## src/rtl/intr_entry_ctrl.sv

```systemverilog
`timescale 1ns/1ps
// intr_entry_ctrl
// Sequences interrupt entry and rfi between the interrupt encoder, the SPR
// file and the core pipeline. Entry drains the pipe, saves SRR0/SRR1 (and
// DEAR for data-side faults) through the single SPR write port, masks MSR,
// redirects fetch to the vector and acknowledges the encoder. rfi restores
// MSR from SRR1 and redirects to SRR0.
//
// state    | meaning
// ---------+--------------------------------------------------------------
// IDLE     | waiting for a nonzero exception code or rfi_req
// DRAIN    | exception: stall+flush until pipe drained or drain timeout
// SV_SRR0  | write return PC (pc+4 for SC) to SRR0
// SV_SRR1  | write captured MSR to SRR1
// SV_DEAR  | write faulting data EA to DEAR (DSI/DMISS only)
// SET_MSR  | write MSR with entry bits cleared
// REDIR    | redirect fetch to intr_entry_addr
// ACK      | one-cycle acknowledge to the encoder
// R_DRAIN  | rfi: stall+flush until pipe drained or drain timeout
// R_MSR    | MSR <- SRR1
// R_PC     | redirect to SRR0 (word aligned), signal rfi_done
module intr_entry_ctrl #(
    parameter int          EXC_W        = 4,
    parameter logic [31:0] MSR_CLR_MASK = 32'h0000_C030,
    parameter int          DRAIN_MAX    = 15
) (
    input  logic             clk,
    input  logic             rst,
    input  logic [EXC_W-1:0] excep_code,
    input  logic [31:0]      intr_entry_addr,
    input  logic [31:0]      excep_pc,
    input  logic [31:0]      data_ea,
    input  logic [31:0]      msr_in,
    input  logic             rfi_req,
    input  logic             pipe_drained,
    input  logic [31:0]      spr_rd,
    output logic [9:0]       spr_raddr,
    output logic [9:0]       spr_waddr,
    output logic [31:0]      spr_wd,
    output logic             spr_wr,
    output logic             msr_wr,
    output logic [31:0]      msr_wd,
    output logic             flush,
    output logic             stall,
    output logic             npc_valid,
    output logic [31:0]      npc,
    output logic             ack,
    output logic             rfi_done,
    output logic             busy
);

    localparam logic [9:0] SPR_SRR0 = 10'd26;
    localparam logic [9:0] SPR_SRR1 = 10'd27;
    localparam logic [9:0] SPR_DEAR = 10'd61;

    localparam logic [EXC_W-1:0] CODE_NONE  = EXC_W'(0);
    localparam logic [EXC_W-1:0] CODE_DSI   = EXC_W'(1);
    localparam logic [EXC_W-1:0] CODE_DMISS = EXC_W'(3);
    localparam logic [EXC_W-1:0] CODE_SC    = EXC_W'(8);

    localparam int                CNT_W      = $clog2(DRAIN_MAX + 1);
    // The drain state is left on the DRAIN_MAX-th cycle spent in it.
    localparam logic [CNT_W-1:0]  DRAIN_LAST = CNT_W'(DRAIN_MAX - 1);

    typedef enum logic [3:0] {
        ST_IDLE    = 4'd0,
        ST_DRAIN   = 4'd1,
        ST_SV_SRR0 = 4'd2,
        ST_SV_SRR1 = 4'd3,
        ST_SV_DEAR = 4'd4,
        ST_SET_MSR = 4'd5,
        ST_REDIR   = 4'd6,
        ST_ACK     = 4'd7,
        ST_R_DRAIN = 4'd8,
        ST_R_MSR   = 4'd9,
        ST_R_PC    = 4'd10
    } state_t;

    state_t           state_q;
    state_t           state_d;
    logic [CNT_W-1:0] drain_cnt_q;
    logic [EXC_W-1:0] code_q;
    logic [31:0]      pc_q;
    logic [31:0]      ea_q;
    logic [31:0]      msr_q;
    logic             post_ack_q;

    logic in_drain;
    logic drain_done;
    logic take_exc;
    logic need_dear;

    assign in_drain   = (state_q == ST_DRAIN) || (state_q == ST_R_DRAIN);
    assign drain_done = pipe_drained || (drain_cnt_q == DRAIN_LAST);
    // The encoder only clears its code the cycle after ack, so that stale
    // code must not start a second entry.
    assign take_exc   = (excep_code != CODE_NONE) && !post_ack_q;
    assign need_dear  = (code_q == CODE_DSI) || (code_q == CODE_DMISS);

    // State register.
    always_ff @(posedge clk or negedge rst) begin
        if (!rst) begin
            state_q <= ST_IDLE;
        end else begin
            state_q <= state_d;
        end
    end

    // Drain timeout counter, counts cycles spent in a drain state.
    always_ff @(posedge clk or negedge rst) begin
        if (!rst) begin
            drain_cnt_q <= '0;
        end else if (in_drain && !drain_done) begin
            drain_cnt_q <= drain_cnt_q + CNT_W'(1);
        end else begin
            drain_cnt_q <= '0;
        end
    end

    // Capture the exception context when the entry is accepted.
    always_ff @(posedge clk or negedge rst) begin
        if (!rst) begin
            code_q <= '0;
            pc_q   <= '0;
            ea_q   <= '0;
            msr_q  <= '0;
        end else if ((state_q == ST_IDLE) && take_exc) begin
            code_q <= excep_code;
            pc_q   <= excep_pc;
            ea_q   <= data_ea;
            msr_q  <= msr_in;
        end
    end

    // Marks the IDLE cycle that directly follows ACK.
    always_ff @(posedge clk or negedge rst) begin
        if (!rst) begin
            post_ack_q <= 1'b0;
        end else begin
            post_ack_q <= (state_q == ST_ACK);
        end
    end

    // Next-state decode.
    always_comb begin
        state_d = state_q;
        case (state_q)
            ST_IDLE: begin
                if (take_exc) begin
                    state_d = ST_DRAIN;
                end else if (rfi_req) begin
                    state_d = ST_R_DRAIN;
                end
            end
            ST_DRAIN:   if (drain_done) state_d = ST_SV_SRR0;
            ST_SV_SRR0: state_d = ST_SV_SRR1;
            ST_SV_SRR1: state_d = need_dear ? ST_SV_DEAR : ST_SET_MSR;
            ST_SV_DEAR: state_d = ST_SET_MSR;
            ST_SET_MSR: state_d = ST_REDIR;
            ST_REDIR:   state_d = ST_ACK;
            ST_ACK:     state_d = ST_IDLE;
            ST_R_DRAIN: if (drain_done) state_d = ST_R_MSR;
            ST_R_MSR:   state_d = ST_R_PC;
            ST_R_PC:    state_d = ST_IDLE;
            default:    state_d = ST_IDLE;
        endcase
    end

    // Output decode from the current state and captured context.
    always_comb begin
        spr_raddr = '0;
        spr_waddr = '0;
        spr_wd    = '0;
        spr_wr    = 1'b0;
        msr_wr    = 1'b0;
        msr_wd    = '0;
        flush     = in_drain;
        stall     = (state_q != ST_IDLE);
        npc_valid = 1'b0;
        npc       = '0;
        ack       = 1'b0;
        rfi_done  = 1'b0;
        case (state_q)
            ST_SV_SRR0: begin
                spr_wr    = 1'b1;
                spr_waddr = SPR_SRR0;
                spr_wd    = (code_q == CODE_SC) ? (pc_q + 32'd4) : pc_q;
            end
            ST_SV_SRR1: begin
                spr_wr    = 1'b1;
                spr_waddr = SPR_SRR1;
                spr_wd    = msr_q;
            end
            ST_SV_DEAR: begin
                spr_wr    = 1'b1;
                spr_waddr = SPR_DEAR;
                spr_wd    = ea_q;
            end
            ST_SET_MSR: begin
                msr_wr = 1'b1;
                msr_wd = msr_q & ~MSR_CLR_MASK;
            end
            ST_REDIR: begin
                npc_valid = 1'b1;
                npc       = intr_entry_addr;
            end
            ST_ACK: begin
                ack = 1'b1;
            end
            ST_R_MSR: begin
                spr_raddr = SPR_SRR1;
                msr_wr    = 1'b1;
                msr_wd    = spr_rd;
            end
            ST_R_PC: begin
                spr_raddr = SPR_SRR0;
                npc_valid = 1'b1;
                npc       = {spr_rd[31:2], 2'b00};
                rfi_done  = 1'b1;
            end
            default: ;
        endcase
    end

    assign busy = (state_q != ST_IDLE);

endmodule

```

## config.mk

```make
export PLATFORM = sky130hd
export DESIGN_NAME = intr_entry_ctrl
export DESIGN_NICKNAME = d
export VERILOG_FILES = /design/src/rtl/intr_entry_ctrl.sv
export SDC_FILE = /design/constraint.sdc
export NUM_CORES = 1
export LEC_CHECK = 0
export CAP_MARGIN = 20
export CORE_ASPECT_RATIO = 0.9
export CORE_UTILIZATION = 38
export CTS_CLUSTER_DIAMETER = 100
export CTS_CLUSTER_SIZE = 20
export DETAILED_ROUTE_END_ITERATION = 16
export PLACE_DENSITY_LB_ADDON = 0.2
export SYNTH_ARGS = -nofsm -noshare
export SYNTH_HDL_FRONTEND = slang
export SYNTH_SLANG_ARGS = --single-unit
```

## constraint.sdc

```tcl
create_clock -name clk -period 2.4 [get_ports clk]
set_input_delay 0.36 -clock clk [delete_from_list [all_inputs] [get_ports clk]]
set_output_delay 0.36 -clock clk [all_outputs]
set_load 0.02 [all_outputs]
```

==> results of run 1 <==
## cell usage after synthesis, drive strengths merged (7+ instances only)
| library cell | count | share of area |
|---|---|---|
| xor2 | 14 | 0.020 |
| a22o | 58 | 0.082 |
| nand4 | 15 | 0.016 |
| nor4 | 8 | 0.010 |
| mux2 | 96 | 0.18 |
| nor2 | 19 | 0.012 |
| dfrtp | 109 | 0.44 |
| xnor2 | 17 | 0.024 |
| nor3 | 15 | 0.014 |
| inv | 10 | 0.0061 |
| clkbuf | 28 | 0.017 |
| nand3 | 7 | 0.0057 |
| a22oi | 31 | 0.038 |
| nand2 | 28 | 0.017 |
| o21ai | 35 | 0.029 |
| buf | 27 | 0.028 |
## stage by stage
step           TNS (ns)  std cells
2_1_floorplan   -0.0556        575
5_1_grt           -8.88       1125
3_3_place_gp      -9.19       1089
3_5_place_dp      -9.95       1089
4_1_cts           -6.94       1107
6_report          -6.22       1125
## logic make-up (layout without fill, tap and decap cells)
logic type	count (synthesis)	count (layout)	synth area share
other cells	1	10	0.000609
buf+inv	65	413	0.0516
mux	98	98	0.179
flops	109	109	0.443
xor+xnor	31	31	0.0441
fa+ha+maj	3	3	0.00610
simple gates	118	118	0.107
compound gates	141	141	0.169
## critical path, stage by stage, from the launching register on
cell and delay, ns:
dfrtp_1 0.38, or4b_4 0.56, or4_4 0.48, nor4_4 0.24
xnor2_1 0.17, o22ai_2 0.10, buf_6 0.14
## worst max path at each step
stage | end | slack, ns | cells after the start
after floorplan | spr_wd[31] | -0.05 | 5
after global placement | spr_wd[11] | -0.53 | 7
after detailed placement | spr_wd[11] | -0.56 | 7
after CTS | spr_wd[28] | -0.42 | 6
after global routing | spr_wd[31] | -0.50 | 6
final | spr_wd[28] | -0.40 | 6
## cells in the final DEF, fill, tap and decap left out, types with 14 or more instances in the layout
cell	synthesis	layout
a22o_1	58	58
a22oi_1	31	30
buf_2	11	16
buf_4	16	106
clkbuf_2	0	50
clkdlybuf4s50_1	0	167
dfrtp_1	109	109
mux2_2	96	96
nand2_1	28	26
nand4_1	14	14
o21ai_1	2	18
xnor2_1	17	15
xor2_1	14	14
## repair_timing
action,in CTS,in global routing
gates resized for setup,305,173
cloned,0,5
endpoints found under the setup margin,107,100
endpoints found under the hold margin,0,0
pin swaps,11,16
setup buffers,2,13
## routing by layer
| metal | global-route usage | share of wire | up-vias |
|---|---|---|---|
| li1 | - | - | 2795 |
| met1 | 0.357 | 0.42 | 3037 |
| met2 | 0.454 | 0.49 | 248 |
| met3 | 0.0492 | 0.059 | 37 |
| met4 | 0.0840 | 0.023 | 2 |
| met5 | 0 | 0.00055 | - |
## registers in the layout, indices dropped and copies added, names as in the netlist
register,cells
state_q,4
pc_q,32
drain_cnt_q,4
msr_q,32
ea_q,32
post_ack_q,1
code_q,4
## power by group
part	switching (mW)	internal [mW]	total, mW	leakage (nW)
Combinational	3.69	3.66	7.35	3.11
Clock	0.678	0.757	1.44	0.138
Sequential	0.747	2.77	3.52	1.29
## layout make-up
type / instances / area [sq um] / share of cell area
clock buffers: 12 / 256 / 0.0251
clock inverters: 4 / 22.5 / 0.00220
inverters: 10 / 37.5 / 0.00367
multi-input cells: 401 / 3440 / 0.336
flip-flops and latches: 109 / 2730 / 0.267
well taps: 202 / 253 / 0.0247
repair buffers: 387 / 3490 / 0.341
==> results.cfg, run 1 <==
[status]
run_status = finished with violations
violations = setup timing

[finish]
n_antenna_cell = 0
fin_area_sq_mm = 0.0102
synthToLayoutAreaGrowth_pct = 66.1
fin_nets = 1089
finish.utilization = 0.656
n_fill_cell = 1229
drive_gt1_frac = 0.393

[synthesis]
synth-edff-count = 0
synth-seq-cells = 109
syn_avg_cell_area_sq_um = 10.9
ys_dominant_reg_cell = dfrtp_1
yosysSeqAreaShare = 0.443
syn_area_sq_mm = 0.00616
synth_cell_types = 49
async_flop_share = 1.00
synth_cells = 566
synth_warnings = 0

[timing]
whs_ns = 0.00802
rsz0062_at_grt = true
worst_slack_ns = -0.404
fin_crit_ns = 2.80
relSlewSlack = 0.597
hold_viol = 0
fmax_mhz = 357
worst_pin_slew_ns = 0.604
finalSetupViolations = 26
finalCritPeriodShare = 1.17
maxSlewViolCount = 0
worst_clock_skew_ns = 0.00803

[clock_network]
hold_buffers = 0
cts_tree = done
cts.sinks = 109
cts_root_buf = clkbuf_16
clk_path_buf_depth = 2
numCtsBuffers = 9
h-tree-depth = 3
worstSkewPairLatency_ns = 0.36
cts.clk_slew.worst_paths_ns = 0.07

[drt]
wirelength_mm = 23.8
avgViaCountPerCell = 5.44
first_pass_iters = 5
drc = 0
routed-via-count = 6119
ant_nets = 0
first_iter_violations = 268
wire_per_inst_um = 21.2

[global_routing]
grt_pass1_wl_mm = 33.9
grt-ovfl-total = 0
grt_pass1_vias = 6003
grt_start_max_net_pins = 48
grt_antenna_before_repair = 1
grt_usage = 0.272

[worst_setup_path]
cp-end-kind = primary output
crit_required_ns = 2.04
crit_arrival_ns = 2.44
crit_path_max_fanout = 3
r2r_slack_ns = 0.15
reg2reg_from = state_q[3]
criticalPathCategory = flip-flop to primary output
worstSetupStartpoint = code_q[1]
r2r_end = msr_q[28]
rr_worst_depth = 8
worst_setup_path_start_kind = flip-flop

[placed_design]
dpl_worst_slack_ns = -0.560
place.gp.congestion = 0.965
port-buffer-count = 281
hpwl_mm = 17.8
place_area_sq_mm = 0.00980

[flow_run]
maxCapViolCount = 0

[hold_path]
hold_path.class = input pin to asynchronous set/reset pin

[die]
fp.dieArea_sq_mm = 0.0167
io_pins = 292
start_util = 0.395
die_y_um = 123
rows = 43
die_w_um = 136
core-area_sq_mm = 0.0156

[pwr]
static-leakage-power_nw = 4.54
pwr_density_cell_mw_per_mm2 = 1200
vdd_ir_drop_max_mv = 0.783
finalPower_mw = 12.3
(Power assumes the default switching activity.)
==> run 2: changes to the inputs <==
Settings changed: CORE_UTILIZATION 38 to 39, CTS_BUF_LIST from default to sky130_fd_sc_hd__clkbuf_4 sky130_fd_sc_hd__clkbuf_8.
==> run 2 against run 1 <==
Against the previous run: total power fell by 2.9%; final area fell by 1.5%; worst hold slack improved by 0.013 ns; highest routed layer is now met4; critical endpoint unchanged; register-to-register slack got worse by 0.05 ns; the flow still finishes with violations (setup timing); clock skew rose by 0.0027 ns; first-iteration DRC count fell by 6.3%; largest cell class unchanged; clock power fell by 11%.
==> results.cfg, run 2 (synthesis gave the netlist of run 1 again) <==
[pwr]
intPower_mw = 6.94
p_seq_frac = 0.295
pwr_density_cell_mw_per_mm2 = 1190
switchingPower_mw = 5.00
pwr-share-clk = 0.107
finalPower_mw = 11.9
vdd_ir_drop_max_mv = 0.731
static-leakage-power_nw = 4.43
comb_power_share = 0.599
netSwitchingFraction = 0.419

[die]
core-area_sq_mm = 0.0154
rows = 43
start_util = 0.399
die_w_um = 134
io_pins = 292
die_y_um = 121
fp.dieArea_sq_mm = 0.0163

[worst_setup_path]
crit_chain = or4b_4 -> or4_4 -> nor4_4 -> xnor2_1 -> o22ai_2 -> buf_6
critPathTopFamily = simple AND/OR/NAND/NOR gates
rr_worst_depth = 8
worst-path-stages = 6
crit_arrival_ns = 2.49
worst_setup_path_start_kind = flip-flop
slowest_stage = or4b_4
crit_required_ns = 2.04
cp-end-kind = primary output
criticalPathCategory = flip-flop to primary output
reg2reg_from = state_q[1]
r2r_end = msr_q[22]
r2r_slack_ns = 0.10
crit_path_max_fanout = 3
max_stage_delay_ns = 0.56
crit_buf_inv = 1

[hold_path]
hold_path.class = input pin to asynchronous set/reset pin

[placed_design]
dpl_worst_slack_ns = -0.598
hpwl_mm = 17.6
port-buffer-count = 281
place.gp.congestion = 0.989
dp_cells = 1086

[global_routing]
grt_util_met2 = 0.476
grt_pass1_wl_mm = 34.8
grt_pass1_vias = 6021
use_met1 = 0.375
grt_antenna_before_repair = 0
grt_start_max_net_pins = 110
grt-ovfl-total = 0
grt_use_met3 = 0.0606
grt_usage = 0.285
top_usage_layer = met2

[clock_network]
cts.sinks = 109
cts_tree = done
h-tree-depth = 3
numCtsBuffers = 9
worstSkewPairLatency_ns = 0.38
cts.clk_slew.worst_paths_ns = 0.10
clk_path_buf_depth = 2
cts_root_buf = clkbuf_8

[finish]
reg.largest.list = ea_q: 32 flops, msr_q: 32 flops, pc_q: 32 flops
instances_no_fill = 1117
final_common_cell = clkdlybuf4s50_1
n_fill_cell = 1258
finish.utilization = 0.653
drive_gt1_frac = 0.386
final_cell_mix = clkdlybuf4s50_1, dfrtp_1, buf_4
n_antenna_cell = 0
synthToLayoutAreaGrowth_pct = 63.7
fin_nets = 1082

[drt]
first_iter_violations = 251
wirelength_mm = 23.7
routed-via-count = 6133
wire_per_inst_um = 21.2
ant_nets = 0
drc = 0
avgViaCountPerCell = 5.49
first_pass_iters = 5

[flow_run]
maxCapViolCount = 0

[timing]
finalCritPeriodShare = 1.19
fin_crit_ns = 2.85
worst_slack_ns = -0.452
whs_ns = 0.0206
hold_viol = 0
worst_clock_skew_ns = 0.0107
finalSetupViolations = 28
worst_pin_slew_ns = 0.603
fmax_mhz = 351
rsz0062_at_grt = true
relSlewSlack = 0.598
maxSlewViolCount = 0

[status]
run_status = finished with violations
violations = setup timing
run 2: repair_timing:
action	CTS	global route
endpoints found under the setup margin	111	97
gates resized for setup	460	68
buffers inserted	11	2
pin swaps	18	14
gates cloned	3	2
hold buffers	0	0
hold endpoints to repair	0	0
run 2: per-stage QoR:
| step | TNS [ns] | cell area (sq um) |
|---|---|---|
| 4_1_cts | -8.57 | 10100 |
| 3_3_place_gp | -8.85 | 9770 |
| 2_1_floorplan | -0.0556 | 6210 |
| 3_5_place_dp | -9.81 | 9770 |
| 6_report | -8.17 | 10100 |
| 5_1_grt | -12.09 | 10100 |
run 2: final cells by class:
cell class	count	area, sq um	area share
well taps	202	253	0.0251
clock inverters	3	68.8	0.00683
multi-input cells	401	3410	0.338
flip-flops and latches	109	2730	0.271
repair buffers	380	3420	0.340
inverters	10	40.0	0.00397
clock buffers	12	159	0.0158
run 2: how the worst max path moves through the flow:
stage	start	endpoint	slack, ns
floorplan	code_q[1]	spr_wd[31]	-0.05
global placement	code_q[1]	spr_wd[27]	-0.48
global route	code_q[1]	spr_wd[8]	-0.56
detailed placement	code_q[1]	spr_wd[27]	-0.60
finish	code_q[1]	spr_wd[28]	-0.45
CTS	code_q[1]	spr_wd[28]	-0.47
run 2: metal layers:
metal | up-vias | part of all wire
met5 | - | 0
met4 | 0 | 0.022
met3 | 35 | 0.070
met2 | 269 | 0.49
met1 | 3047 | 0.42
li1 | 2782 | -
run 2: power groups by stage:
| stage | logic [mW] | registers [mW] | clock network [mW] |
|---|---|---|---|
| floorplan | 3.87 | 3.33 | 0 |
| global placement | 7.02 | 3.47 | 0 |
| detailed placement | 7.15 | 3.53 | 0 |
| CTS | 7.00 | 3.49 | 1.31 |
| global route | 7.58 | 3.63 | 1.39 |
| finish | 7.15 | 3.52 | 1.28 |
